### config.mk
export PLATFORM = sky130hd
export DESIGN_NAME = riscv_soft_imm_gen_stage
export DESIGN_NICKNAME = d
export VERILOG_FILES = /design/src/rtl/riscv_soft_imm_gen_stage.sv
export SDC_FILE = /design/constraint.sdc
export NUM_CORES = 1
export LEC_CHECK = 0
export ABC_AREA = 1
export BUFFER_PORTS_ARGS = -buffer_cell sky130_fd_sc_hd__buf_2
export CORE_ASPECT_RATIO = 1.4
export CORE_UTILIZATION = 42
export CTS_CLUSTER_DIAMETER = 150
export DETAILED_ROUTE_END_ITERATION = 10
export PLACE_DENSITY = 0.68
export REMOVE_ABC_BUFFERS = 1
export SETUP_SLACK_MARGIN = 0.15
export SLEW_MARGIN = 20
export SYNTH_ARGS = -nofsm -noshare
export SYNTH_HDL_FRONTEND = slang
export SYNTH_SLANG_ARGS = --single-unit
### constraint.sdc
create_clock -name clk -period 5.7 [get_ports clk]
set_input_delay 0.57 -clock clk [delete_from_list [all_inputs] [get_ports clk]]
set_output_delay 0.57 -clock clk [all_outputs]
set_load 0.01 [all_outputs]
### src/rtl/riscv_soft_imm_gen_stage.sv
// Registered immediate-generation stage with a 2-entry skid buffer.
// Decodes the immediate on input, then holds it in a main/skid register pair under backpressure.
module riscv_soft_imm_gen_stage #(
  parameter int XPR_LEN = 32,
  parameter int TAG_W   = 8
) (
  input  logic               clk,
  input  logic               reset_n,
  input  logic               in_valid,
  output logic               in_ready,
  input  logic [31:0]        inst,
  input  logic [2:0]         imm_sel,
  input  logic [TAG_W-1:0]   in_tag,
  output logic               out_valid,
  input  logic               out_ready,
  output logic [XPR_LEN-1:0] out_imm,
  output logic [TAG_W-1:0]   out_tag,
  output logic               shamt_err
);

  localparam logic [2:0] SEL_I     = 3'd0;
  localparam logic [2:0] SEL_S     = 3'd1;
  localparam logic [2:0] SEL_B     = 3'd2;
  localparam logic [2:0] SEL_U     = 3'd3;
  localparam logic [2:0] SEL_J     = 3'd4;
  localparam logic [2:0] SEL_Z     = 3'd5;
  localparam logic [2:0] SEL_SHAMT = 3'd6;

  typedef enum logic [1:0] {EMPTY, ONE, FULL} state_t;

  function automatic logic [XPR_LEN-1:0] ext_imm(input logic [31:0] w, input logic [2:0] sel);
    logic signed [11:0] imm_i;
    logic signed [11:0] imm_s;
    logic signed [12:0] imm_b;
    logic signed [31:0] imm_u;
    logic signed [20:0] imm_j;
    logic [XPR_LEN-1:0] r;
    imm_i = $signed(w[31:20]);
    imm_s = $signed({w[31:25], w[11:7]});
    imm_b = $signed({w[31], w[7], w[30:25], w[11:8], 1'b0});
    imm_u = $signed({w[31:12], 12'b0});
    imm_j = $signed({w[31], w[19:12], w[20], w[30:21], 1'b0});
    r = '0;
    case (sel)
      SEL_I:     r = XPR_LEN'(imm_i);
      SEL_S:     r = XPR_LEN'(imm_s);
      SEL_B:     r = XPR_LEN'(imm_b);
      SEL_U:     r = XPR_LEN'(imm_u);
      SEL_J:     r = XPR_LEN'(imm_j);
      SEL_Z:     r = XPR_LEN'(w[19:15]);
      SEL_SHAMT: r = (XPR_LEN == 64) ? XPR_LEN'(w[25:20]) : XPR_LEN'(w[24:20]);
      default:   r = '0;
    endcase
    return r;
  endfunction

  function automatic logic shamt_bad(input logic [31:0] w, input logic [2:0] sel);
    return (sel == SEL_SHAMT) && (XPR_LEN == 32) && w[25];
  endfunction

  state_t state_q, state_d;
  logic   vld_p0, out_fire;
  logic   load_main, load_skid, main_from_skid;

  logic [XPR_LEN-1:0] imm_p0;
  logic               err_p0;
  logic [XPR_LEN-1:0] main_imm_p1, skid_imm_p1;
  logic [TAG_W-1:0]   main_tag_p1, skid_tag_p1;
  logic               main_err_p1, skid_err_p1;
  logic               unused_opcode;

  // Stage p0: decode on the input side
  assign unused_opcode = ^inst[6:0];
  assign imm_p0        = ext_imm(inst, imm_sel);
  assign err_p0        = shamt_bad(inst, imm_sel);

  // in_ready depends only on the state register, never on out_ready
  assign in_ready  = (state_q != FULL);
  assign out_valid = (state_q != EMPTY);
  assign vld_p0    = in_valid & in_ready;
  assign out_fire  = out_valid & out_ready;

  always_comb begin
    state_d        = state_q;
    load_main      = 1'b0;
    load_skid      = 1'b0;
    main_from_skid = 1'b0;
    case (state_q)
      EMPTY: begin
        if (vld_p0) begin
          load_main = 1'b1;
          state_d   = ONE;
        end
      end
      ONE: begin
        if (vld_p0 && out_fire) begin
          load_main = 1'b1;
        end else if (out_fire) begin
          state_d = EMPTY;
        end else if (vld_p0) begin
          load_skid = 1'b1;
          state_d   = FULL;
        end
      end
      FULL: begin
        if (out_fire) begin
          main_from_skid = 1'b1;
          state_d        = ONE;
        end
      end
      default: state_d = EMPTY;
    endcase
  end

  always_ff @(posedge clk or negedge reset_n) begin
    if (!reset_n) begin
      state_q <= EMPTY;
    end else begin
      state_q <= state_d;
    end
  end

  // Stage p1: main output register (cleared so outputs read zero after reset)
  always_ff @(posedge clk or negedge reset_n) begin
    if (!reset_n) begin
      main_imm_p1 <= '0;
      main_tag_p1 <= '0;
      main_err_p1 <= 1'b0;
    end else if (load_main) begin
      main_imm_p1 <= imm_p0;
      main_tag_p1 <= in_tag;
      main_err_p1 <= err_p0;
    end else if (main_from_skid) begin
      main_imm_p1 <= skid_imm_p1;
      main_tag_p1 <= skid_tag_p1;
      main_err_p1 <= skid_err_p1;
    end
  end

  // Skid data is only ever read while FULL, so it needs no reset
  always_ff @(posedge clk) begin
    if (load_skid) begin
      skid_imm_p1 <= imm_p0;
      skid_tag_p1 <= in_tag;
      skid_err_p1 <= err_p0;
    end
  end

  assign out_imm   = main_imm_p1;
  assign out_tag   = main_tag_p1;
  assign shamt_err = main_err_p1;

endmodule

==> impl_metrics.toml <==
[clock_network]
cts_resized = 0
clockBufferDepth = 2
cts_setup_buffers = 0
cts_tree = "yes"
clock_latency_ps = 330
cts.sinks = 84
htree_levels = 3
path_clk_slew_ps = 60
root_buffer = "clkbuf_16"
numCtsBuffers = 9
cts-hold-fix-buffers = 0

[logic_synthesis]
synth_top_area_share_pct = 32.0
ys_top_cells_by_area = "edfxtp_1, dfrtp_1, nand2_1"
yosysSeqAreaShare_pct = 59.9
syn_inst = 406
synth-seq-cells = 84
syn-cell-area_um2 = 3850
yosysUniqueCellTypes = 24
synth_area_per_cell_um2 = 9.48
ys_warn_count = 0
synth_top_area_cell = "edfxtp_1"

[sta]
drv_slew = 0
final_hold_viol_count = 0
period_share_pct = 38.8
min_period_ps = 2210
tightest_slew_ps = 1100
max_freq_mhz = 452
rsz0062_at_grt = "false"
finalSetupTns_ps = 0
finalSetupViolations = 0
slew_headroom_pct = 26.5
hold_slack_ps = 235
finalClockSkew_ps = 7.42
worst_slack_ps = 3490

[critical_path]
crit_path_start_kind = "primary input"
cp-endpoint = "out_imm[3]$_DFFE_PN0P_"
rr_worst_depth = 7
arrival_ps = 2490
crit_type = "primary input to flip-flop"
crit_start = "in_valid"
cp_max_fo = 64
end_kind = "flip-flop"
required_ps = 5980
crit-reg2reg-launch = "state_q[0]$_DFFE_PN0P_"
timing.rr.end = "out_imm[3]$_DFFE_PN0P_"
reg2reg_slack_ps = 3490

[min_path]
hp-class = "primary input to asynchronous set/reset pin"

[layout]
areaGrowthSynthToFinish_pct = 18.1
nets = 527
final_common_cell = "nand2_1"
num-fill-cells = 842
mostFrequentLayoutCells = "nand2_1, buf_2, nor2_1"
drive_above_1_share_pct = 23.9
antennaDiodeCount = 0

[detailed_routing]
vias = 3032
wire_per_inst_um = 15.2
drcViolationCount = 0
first_pass_iters = 4
wl_mm = 8.99
drtAntennaViolNets = 0
routed_via_density = 5.12
drt_iter0_markers = 282

[floorplanning]
die_w_um = 82.9
core_um2 = 8980
start_util_pct = 42.9
num_rows = 41
ioPinCount = 90
design.die.area_um2 = 9560
die_y_um = 115

[global_routing]
grt_max_degree = 65
grtUsageMet2_pct = 33.0
overflow = 0
grt_pass1_wl_mm = 14.3
antenna_found_initial = 0
grt_use_total_pct = 19.4
grtUsageMet3_pct = 4.88
grt_pass1_vias = 2892
top_usage_layer = "met2"
grtUsageMet1_pct = 23.6

[power]
power.internal_mw = 1.16
seqPwrFrac_pct = 47.3
powerDensity_nw_per_um2 = 363
cellLeakagePower_nw = 2.09
p_clk_share_pct = 31.2
total_power_mw = 1.65
sw_frac_of_total_pct = 29.7
pwr-share-comb_pct = 21.5
p_switching_uw = 491
vdd_drop_max_uv = 190

[placed_design]
hpwlAfterDp_mm = 5.71
portBuffers = 82
globalplace.congestion = 0.832
dp_slack_ps = 3140

[outcome]
outcome = "complete, no violations"

[run]
cap_violations = 0
==> power by group through the flow <==
stage / registers, mW / clock network [mW] / logic [mW]
after floorplan: 0.828 / 0 / 0.159
after global placement: 0.789 / 0 / 0.351
after detailed placement: 0.793 / 0 / 0.356
after CTS: 0.782 / 0.530 / 0.359
after global routing: 0.792 / 0.557 / 0.397
final: 0.781 / 0.515 / 0.354
==> stage by stage <==
stage | instances | util, % | area (µm²)
floorplan | 385 | - | 3720
global placement | 576 | 47.7 | 4280
detailed placement | 576 | 47.7 | 4280
CTS | 592 | 50.6 | 4550
global route | 592 | 50.7 | 4550
finish | 592 | 50.7 | 4550
==> critical path: stages <==
cell     delay [ps]
buf_2           110
inv_1           120
nor2_1           70
nand2_2          60
buf_4           520
nand2_4         400
inv_2           330
nand2_1          90
nand2_1          80
inv_1            60
nand2_1          60
==> kinds of logic (layout without fill, tap and decap cells) <==
kind of cell / Yosys count / after routing / synth area share (%)
AND/OR/NAND/NOR: 235 / 235 / 28.6
AO/OA/AOI/OAI: 44 / 44 / 5.88
buffers and inverters: 43 / 122 / 5.59
flip-flops: 84 / 84 / 59.9
==> area by class of cell <==
cell class	instances	area (µm²)	share of cell area (%)
Clock buffer	11	233	5.12
Clock inverter	5	28.8	0.633
Inverter	22	82.6	1.82
Multi-Input combinational cell	279	1340	29.4
Sequential cell	84	2310	50.7
Tap cell	107	134	2.94
Timing Repair Buffer	84	428	9.41
==> metal layers <==
metal	wire length [µm]	vias up	share of wire [%]
met4	108	0	1.2
met5	0	-	0
met2	4670	82	52
li1	-	1498	-
met1	3840	1443	43
met3	385	9	4.3
==> flip-flops by register name, summed over array words and instances (netlist names) <==
register,flops
skid_err_p1,1
skid_tag_p1,8
out_imm,32
out_tag,8
shamt_err,1
state_q,2
skid_imm_p1,32
==> worst min path at each step <==
stage | startpoint | endpoint | slack [ps] | depth (start not counted)
after floorplan | reset_n | out_imm[0]$_DFFE_PN0P_ | 270 | 0
after global placement | out_imm[17]$_DFFE_PN0P_ | out_imm[17]$_DFFE_PN0P_ | 460 | 2
after detailed placement | out_imm[18]$_DFFE_PN0P_ | out_imm[18]$_DFFE_PN0P_ | 470 | 2
after CTS | in_tag[0] | skid_tag_p1[0]$_DFFE_PP_ | 410 | 1
after global routing | reset_n | out_imm[18]$_DFFE_PN0P_ | 280 | 1
final | reset_n | out_tag[1]$_DFFE_PN0P_ | 240 | 1
==> synthesized netlist by cell type <==
| master | n |
|---|---|
| nand2_1 | 84 |
| nor2_1 | 76 |
| dfrtp_1 | 43 |
| edfxtp_1 | 41 |
| nand3_1 | 33 |
| o21ai_0 | 32 |
| nand3b_1 | 26 |
| inv_1 | 19 |
| buf_2 | 13 |
| a21oi_1 | 9 |
| nand3_2 | 8 |
| nand2_2 | 4 |
| buf_4 | 3 |
| buf_6 | 3 |
| inv_2 | 3 |
| a21boi_0 | 1 |
| clkbuf_1 | 1 |
| clkbuf_4 | 1 |
| nand2_4 | 1 |
| nand4_1 | 1 |
| nor2_4 | 1 |
| o22ai_1 | 1 |
| o31ai_1 | 1 |
| or2_2 | 1 |
Power figures use the tool's default switching activity.
